--- src/rtl/lsu_writeback.sv ---
// Multi-cycle load/store unit feeding the register file write port (AD3/WE3/WD3).
// Optional macro LSU_MISALIGN_TRAP_EN: misaligned half/word requests raise err instead of truncating.
module lsu_writeback #(
  parameter int WIDTH   = 32,
  parameter int TIMEOUT = 16
) (
  input  logic             clk,
  input  logic             rst_n,
  input  logic             req_valid,
  output logic             req_ready,
  input  logic             req_we,
  input  logic [2:0]       req_funct3,
  input  logic [WIDTH-1:0] req_addr,
  input  logic [WIDTH-1:0] req_wdata,
  input  logic [4:0]       req_rd,
  output logic             mem_req,
  output logic             mem_we,
  output logic [3:0]       mem_be,
  output logic [WIDTH-1:0] mem_addr,
  output logic [WIDTH-1:0] mem_wdata,
  input  logic             mem_ack,
  input  logic [WIDTH-1:0] mem_rdata,
  output logic             wb_we,
  output logic [4:0]       wb_ad3,
  output logic [WIDTH-1:0] wb_wd3,
  output logic             err
);

  typedef enum logic [1:0] {IDLE, ACCESS, WB} state_t;

  localparam int CW   = (TIMEOUT > 1) ? $clog2(TIMEOUT) : 1;
  localparam int TLIM = (TIMEOUT > 0) ? TIMEOUT - 1 : 0;

  state_t          r_state;
  logic            r_we;
  logic [2:0]      r_funct3;
  logic [1:0]      r_addrLo;
  logic [4:0]      r_rd;
  logic [CW-1:0]   r_count;

  logic             w_legal;
  logic             w_misalign;
  logic [3:0]       w_be;
  logic [WIDTH-1:0] w_wdata;
  logic [7:0]       w_byte;
  logic [15:0]      w_half;
  logic [WIDTH-1:0] w_loadData;
  logic             w_timeout;

  assign req_ready = (r_state == IDLE);

  always_comb begin
    w_legal = 1'b0;
    if (req_we) begin
      w_legal = (req_funct3 == 3'b000) || (req_funct3 == 3'b001) || (req_funct3 == 3'b010);
    end else begin
      w_legal = (req_funct3 == 3'b000) || (req_funct3 == 3'b001) || (req_funct3 == 3'b010) ||
                (req_funct3 == 3'b100) || (req_funct3 == 3'b101);
    end
`ifdef LSU_MISALIGN_TRAP_EN
    w_misalign = ((req_funct3[1:0] == 2'b01) && req_addr[0]) ||
                 ((req_funct3[1:0] == 2'b10) && (req_addr[1:0] != 2'b00));
`else
    w_misalign = 1'b0;
`endif
  end

  // Store lane steering; loads always read the full word.
  always_comb begin
    w_be    = 4'b1111;
    w_wdata = req_wdata;
    if (req_we) begin
      case (req_funct3[1:0])
        2'b00: begin
          w_be    = 4'b0001 << req_addr[1:0];
          w_wdata = {4{req_wdata[7:0]}};
        end
        2'b01: begin
          w_be    = 4'b0011 << {req_addr[1], 1'b0};
          w_wdata = {2{req_wdata[15:0]}};
        end
        default: begin
          w_be    = 4'b1111;
          w_wdata = req_wdata;
        end
      endcase
    end
  end

  always_comb begin
    w_byte = mem_rdata[7:0];
    case (r_addrLo)
      2'd0: w_byte = mem_rdata[7:0];
      2'd1: w_byte = mem_rdata[15:8];
      2'd2: w_byte = mem_rdata[23:16];
      default: w_byte = mem_rdata[31:24];
    endcase
    w_half = r_addrLo[1] ? mem_rdata[31:16] : mem_rdata[15:0];
    case (r_funct3)
      3'b000:  w_loadData = {{24{w_byte[7]}}, w_byte};
      3'b001:  w_loadData = {{16{w_half[15]}}, w_half};
      3'b100:  w_loadData = {24'b0, w_byte};
      3'b101:  w_loadData = {16'b0, w_half};
      default: w_loadData = mem_rdata;
    endcase
    w_timeout = (TIMEOUT != 0) && (r_count == CW'(TLIM));
  end

  always_ff @(posedge clk or negedge rst_n) begin
    if (!rst_n) begin
      r_state   <= IDLE;
      r_we      <= 1'b0;
      r_funct3  <= 3'b0;
      r_addrLo  <= 2'b0;
      r_rd      <= 5'b0;
      r_count   <= '0;
      mem_req   <= 1'b0;
      mem_we    <= 1'b0;
      mem_be    <= 4'b0;
      mem_addr  <= '0;
      mem_wdata <= '0;
      wb_we     <= 1'b0;
      wb_ad3    <= 5'b0;
      wb_wd3    <= '0;
      err       <= 1'b0;
    end else begin
      err   <= 1'b0;
      wb_we <= 1'b0;
      case (r_state)
        IDLE: begin
          if (req_valid && req_ready) begin
            if (!w_legal || w_misalign) begin
              err <= 1'b1;
            end else begin
              r_we      <= req_we;
              r_funct3  <= req_funct3;
              r_addrLo  <= req_addr[1:0];
              r_rd      <= req_rd;
              r_count   <= '0;
              mem_req   <= 1'b1;
              mem_we    <= req_we;
              mem_be    <= w_be;
              mem_addr  <= {req_addr[WIDTH-1:2], 2'b00};
              mem_wdata <= w_wdata;
              r_state   <= ACCESS;
            end
          end
        end
        ACCESS: begin
          // An ack arriving on the timeout cycle still completes normally.
          if (mem_ack) begin
            mem_req <= 1'b0;
            mem_we  <= 1'b0;
            if (r_we) begin
              r_state <= IDLE;
            end else begin
              wb_we   <= (r_rd != 5'd0);
              wb_ad3  <= r_rd;
              wb_wd3  <= w_loadData;
              r_state <= WB;
            end
          end else if (w_timeout) begin
            mem_req <= 1'b0;
            mem_we  <= 1'b0;
            err     <= 1'b1;
            r_state <= IDLE;
          end else begin
            r_count <= r_count + 1'b1;
          end
        end
        WB: begin
          r_state <= IDLE;
        end
        default: begin
          r_state <= IDLE;
        end
      endcase
    end
  end

endmodule

--- config.mk ---
export PLATFORM = sky130hd
export DESIGN_NAME = lsu_writeback
export DESIGN_NICKNAME = d
export VERILOG_FILES = /design/src/rtl/lsu_writeback.sv
export SDC_FILE = /design/constraint.sdc
export NUM_CORES = 1
export LEC_CHECK = 0
export ABC_AREA = 1
export CAP_MARGIN = 20
export CORE_MARGIN = 4
export CORE_UTILIZATION = 49
export DETAILED_ROUTE_END_ITERATION = 10
export PLACE_DENSITY = 0.92
export SYNTH_ARGS = -nofsm -noshare
export SYNTH_HDL_FRONTEND = slang
export SYNTH_SLANG_ARGS = --single-unit
export TNS_END_PERCENT = 20
--- constraint.sdc ---
create_clock -name clk -period 1.9 [get_ports clk]
set_input_delay 0.19 -clock clk [delete_from_list [all_inputs] [get_ports clk]]
set_output_delay 0.19 -clock clk [all_outputs]
set_load 0.01 [all_outputs]
* After elaboration in Yosys (flattened, before gate mapping)
Cells that the tools add are included.
Operators by class: reduce and logical (&&, ||, !) cells 17, equality and inequality tests 17, bitwise operators 1, multiplexer cells 35, add/sub/neg operators 1, shift-type cells 2
Operator list (number):
- case mux 32 bit (4 select lines) | 1
- case mux 32 bit (2 select lines) | 1
- 2-to-1 mux 32 bit | 1
- case mux 8 bit (3 select lines) | 1
- 2-to-1 mux 4 bit | 5
- 2-to-1 mux 16 bit | 1
- case mux 4 bit (2 select lines) | 2
- 2-to-1 mux 1 bit | 14
- == test 3 bit, second input constant | 4
- 2-to-1 mux 2 bit | 5
- AND reduction 3 bit | 3
- == test 2 x 1 -> 1 bit, second input constant | 3
- == test 3 x 1 -> 1 bit, second input constant | 2
- logical NOT 2 bit | 3
- logical NOT 3 bit | 2
- case mux 1 bit (2 select lines) | 3
- AND reduction 5 bit | 1
- nonzero test 5 bit | 1
- adder 4 x 1 -> 4 bit, second input constant | 1
- == test 4 bit, second input constant | 1
- logical OR 1 bit | 4
- inequality test 2 x 1 -> 1 bit, second input constant | 2
- inequality test 2 bit, second input constant | 2
- case mux 2 bit (2 select lines) | 1
- other kinds (9) | 9
Word-level totals: bits of input ports 109, logic and storage cells 88, flip-flop bits (word level) 124

* Depth between registers and ports, before layout
depth after elaboration 9, mapped depth 9, depth with buffers taken out 8

* Least setup slack after synthesis
Ideal clock, no wire load.
kind register -> register, start point reg r_state[1], end point reg mem_addr[13], setup slack 592 ps, data arrival time 1242 ps, clock period less this slack 1308 ps, stages on the path, launching flop included 8, library setup time 66 ps, path through dfrtp_1 > nor2_2 > nand3_4 > inv_2 > buf_6 > buf_6 > nand2_1 > nand2_1
Between the ends: cells in the longest elaborated chain, start to end 3
Ends and longest elaborated chain:
- from (decl) | RTL line 34 | state_t r_state;
- from (signal assigned) | RTL line 111 | r_state <= IDLE;
- from (signal assigned) | RTL line 145 | r_state <= ACCESS;
- from (signal assigned) | RTL line 155 | r_state <= IDLE;
- logical NOT 2 bit * | RTL line 50 | assign req_ready = (r_state == IDLE);
- via req_ready | RTL line 10 | output logic req_ready,
- logical AND 1 bit | RTL line 131 | if (req_valid && req_ready) begin
- AND reduction 3 bit (no line) *
- to (signal assigned) | RTL line 143 | mem_addr <= {req_addr[WIDTH-1:2], 2'b00};
- to (decl) | RTL line 19 | output logic [WIDTH-1:0] mem_addr,
Mark *: on every way through the listed nets, which the timed path passes. The rest lies on a longest branch. A chain may end at the register's enable or synchronous reset.

* Worst setup path in the final report
start point reg r_state[1], end point out req_ready
Between the ends: cells in the longest elaborated chain, start to end 1
Ends and longest elaborated chain (RTL line):
- logical NOT 2 bit | 50
- to (decl) | 10
No other way between the ends.

==> impl_metrics.py <==
metrics = {
    "global_routing": {
        "grt_pass1_vias": 5883,
        "grt_max_degree": 67,
        "overflow": 0,
        "gr-usage-all-layers_pct": 26.5,
        "grt_pass1_wl_um": 29800,
        "antenna_found_initial": 0,
    },
    "floorplanning": {
        "num_rows": 40,
        "die_height_um": 119,
        "fp.coreArea_mm2": 0.0120,
        "io_pins": 219,
        "die_w_um": 119,
        "die_area_mm2": 0.0141,
        "start_util_pct": 49.9,
    },
    "synth": {
        "synthArstFlopShare_pct": 100,
        "synth_top_area_share_pct": 51.7,
        "synthTopCellsByArea": "dfrtp_1 52%, nand2_1 24%, inv_1 4.9%",
        "yosysTopAreaCell": "dfrtp_1",
        "syn_inst": 811,
        "yosysUniqueCellTypes": 28,
        "synth_seq_area_share_pct": 51.7,
        "synth.most_common_cell": "nand2_1",
        "avgSynthCellArea_um2": 7.40,
        "synth_area_mm2": 0.00600,
        "synth-main-ff-cell": "dfrtp_1",
        "synth_edf_count": 0,
        "yosysWarnings": 0,
        "ys_ff_latch": 124,
        "synth_commonest_cells": "389 x nand2_1, 124 x dfrtp_1, 78 x inv_1",
    },
    "power_and_ir_drop": {
        "peakVddDrop_v": 0.000795,
        "finalPower_mw": 12.3,
        "power_density_mw_per_mm2": 1370,
        "clkPwrFrac_pct": 27.4,
        "switching_share_pct": 34.0,
        "p_sw_mw": 4.16,
        "p_leak_nw": 4.64,
        "comb_power_share_pct": 38.2,
        "p_int_mw": 8.09,
        "seqPwrFrac_pct": 34.4,
    },
    "min_path": {
        "hp-class": "input pin to asynchronous set/reset pin",
    },
    "detailed_routing": {
        "vias": 6083,
        "drt_iter0_drc": 653,
        "drt_first_pass_iters": 5,
        "via_per_inst": 5.13,
        "wire_per_inst_um": 15.5,
        "wl_um": 18400,
        "ant_nets": 0,
        "drc": 0,
    },
    "final_layout": {
        "diodes": 0,
        "fin_util_pct": 74.4,
        "drive_above_1_share_pct": 7.13,
        "area_growth_pct": 49.0,
        "fin_nets": 1135,
    },
    "worst_setup_path": {
        "slowest_stage": "clkdlybuf4s50_1",
        "critical_path_buf_inv_count": 1,
        "crit_family": "buffers and inverters",
        "cp.arrival_ps": 1640,
        "worstSetupPathType": "register to output port",
        "max_stage_delay_ps": 590,
        "worstPathMaxFanout": 4,
        "worstPathRequired_ps": 1710,
        "r2r_start": "r_funct3[0]$_DFFE_PN0P_",
        "reg2reg_depth": 5,
        "worst-path-stages": 2,
        "path_cells": "nor2_4 -> clkdlybuf4s50_1",
        "worstSetupStartpointType": "register",
        "crit_start": "r_state[1]$_DFFE_PN0P_",
        "worstSetupEndpointType": "output port",
    },
    "cts": {
        "clock_latency_ps": 410,
        "cts_max_path_buffers": 2,
        "clk_pin_slew_ps": 60,
        "cts_sinks": 124,
        "cts_buffers": 17,
        "htree_levels": 4,
        "cts_setup_buffers": 0,
        "cts_root_buf": "clkbuf_16",
        "cts_tree": "yes",
    },
    "placed_design": {
        "dp_slack_ps": 141,
        "gp_congestion": 0.899,
        "hpwlAfterDp_um": 13000,
        "port_buffers": 216,
    },
    "timing": {
        "setup_ws_ps": 74.1,
        "whs_ps": 291,
        "slew_violations": 0,
        "tightest_slew_ps": 539,
        "rsz0062_at_grt": "false",
        "min_period_ps": 1830,
        "finalHoldViolCount": 0,
        "finalSetupTns_ps": 0,
        "clock_skew_ps": 8.58,
        "fin_crit_sh_pct": 96.1,
        "fmax_mhz": 548,
        "slew-limit-headroom_pct": 64.0,
        "setup_violations": 0,
    },
    "flow_run": {
        "drv_cap": 0,
    },
    "outcome": {
        "status": "finished, final reports clean",
    },
}
==> cell families after synthesis <==
kind of cell | count (synthesis) | synth area share (%)
fa+ha+maj | 1 | 0.209
compound gates | 76 | 6.38
buf+inv | 120 | 8.40
xor+xnor | 2 | 0.292
flops | 124 | 51.7
simple gates | 487 | 32.9
other cells | 1 | 0.0625
==> path summary, 6_finish.rpt <==
check | endpoint | slack [ps]
max | req_ready | 70
min | wb_wd3[11]$_DFFE_PN0P_ | 290
max reg2reg | wb_wd3[4]$_DFFE_PN0P_ | 250
min reg2reg | mem_we$_DFFE_PN0P_ | 470
max in group asynchronous | mem_addr[20]$_DFFE_PN0P_ | 980
min in group clk | mem_addr[3]$_DFFE_PN0P_ | 310
==> sequential cells by signal, indices dropped and copies added (netlist names) <==
register and flops:
mem_wdata 32, wb_wd3 32, mem_addr 30, r_rd 5
wb_ad3 5, mem_be 4, r_count 4, r_funct3 3
r_addrLo 2, r_state 2, err 1, mem_req 1
mem_we 1, r_we 1, wb_we 1
==> stage by stage <==
stage | std cells | instance area [µm²]
2_1_floorplan | 812 | 6000
3_3_place_gp | 1152 | 8310
3_5_place_dp | 1152 | 8310
4_1_cts | 1185 | 8940
5_1_grt | 1185 | 8940
6_report | 1185 | 8940
==> layout by cell type, fill, tap and decap left out, types with 2 or more instances in the layout <==
cell type / count
clkinv_4: 3
nor2_1: 24
clkdlybuf4s50_1: 215
nor2_2: 2
or2_2: 15
nor2_4: 2
nand4_1: 3
inv_1: 78
conb_1: 2
inv_2: 4
a21oi_1: 19
bufinv_16: 3
inv_6: 4
buf_4: 12
dfrtp_1: 124
nand3_1: 46
nand2_1: 389
xor2_1: 2
clkinvlp_4: 4
o21ai_0: 55
clkbuf_16: 17
buf_12: 4
==> timing repair <==
action	in CTS	in global routing
endpoints found under the setup margin	1	1
pin swaps	0	1
gates resized for setup	1	0
hold endpoints to repair	30	0
hold buffers	1	0
==> power groups by stage <==
stage	clock network (mW)	logic, mW	registers (mW)
after CTS	3.40	4.71	4.20
after global routing	3.53	5.13	4.34
after global placement	0	4.56	4.19
after floorplan	0	1.77	4.50
final	3.36	4.68	4.21
after detailed placement	0	4.67	4.20
==> metal layers <==
layer	up-vias	track usage [%]	wire length (µm)
met3	36	10.5	2100
met1	2818	32.1	6900
li1	2904	-	-
met5	-	0	0
met2	325	43.4	8900
met4	0	8.91	474
==> final cells by class <==
cell class | count | area [µm²]
clock buffers | 17 | 425
inverters | 82 | 308
fillers | 861 | 3070
clock inverters | 15 | 186
well taps | 147 | 184
flip-flops and latches | 124 | 3100
repair buffers | 232 | 2330
multi-input cells | 568 | 2400
Power figures use the tool's default switching activity.
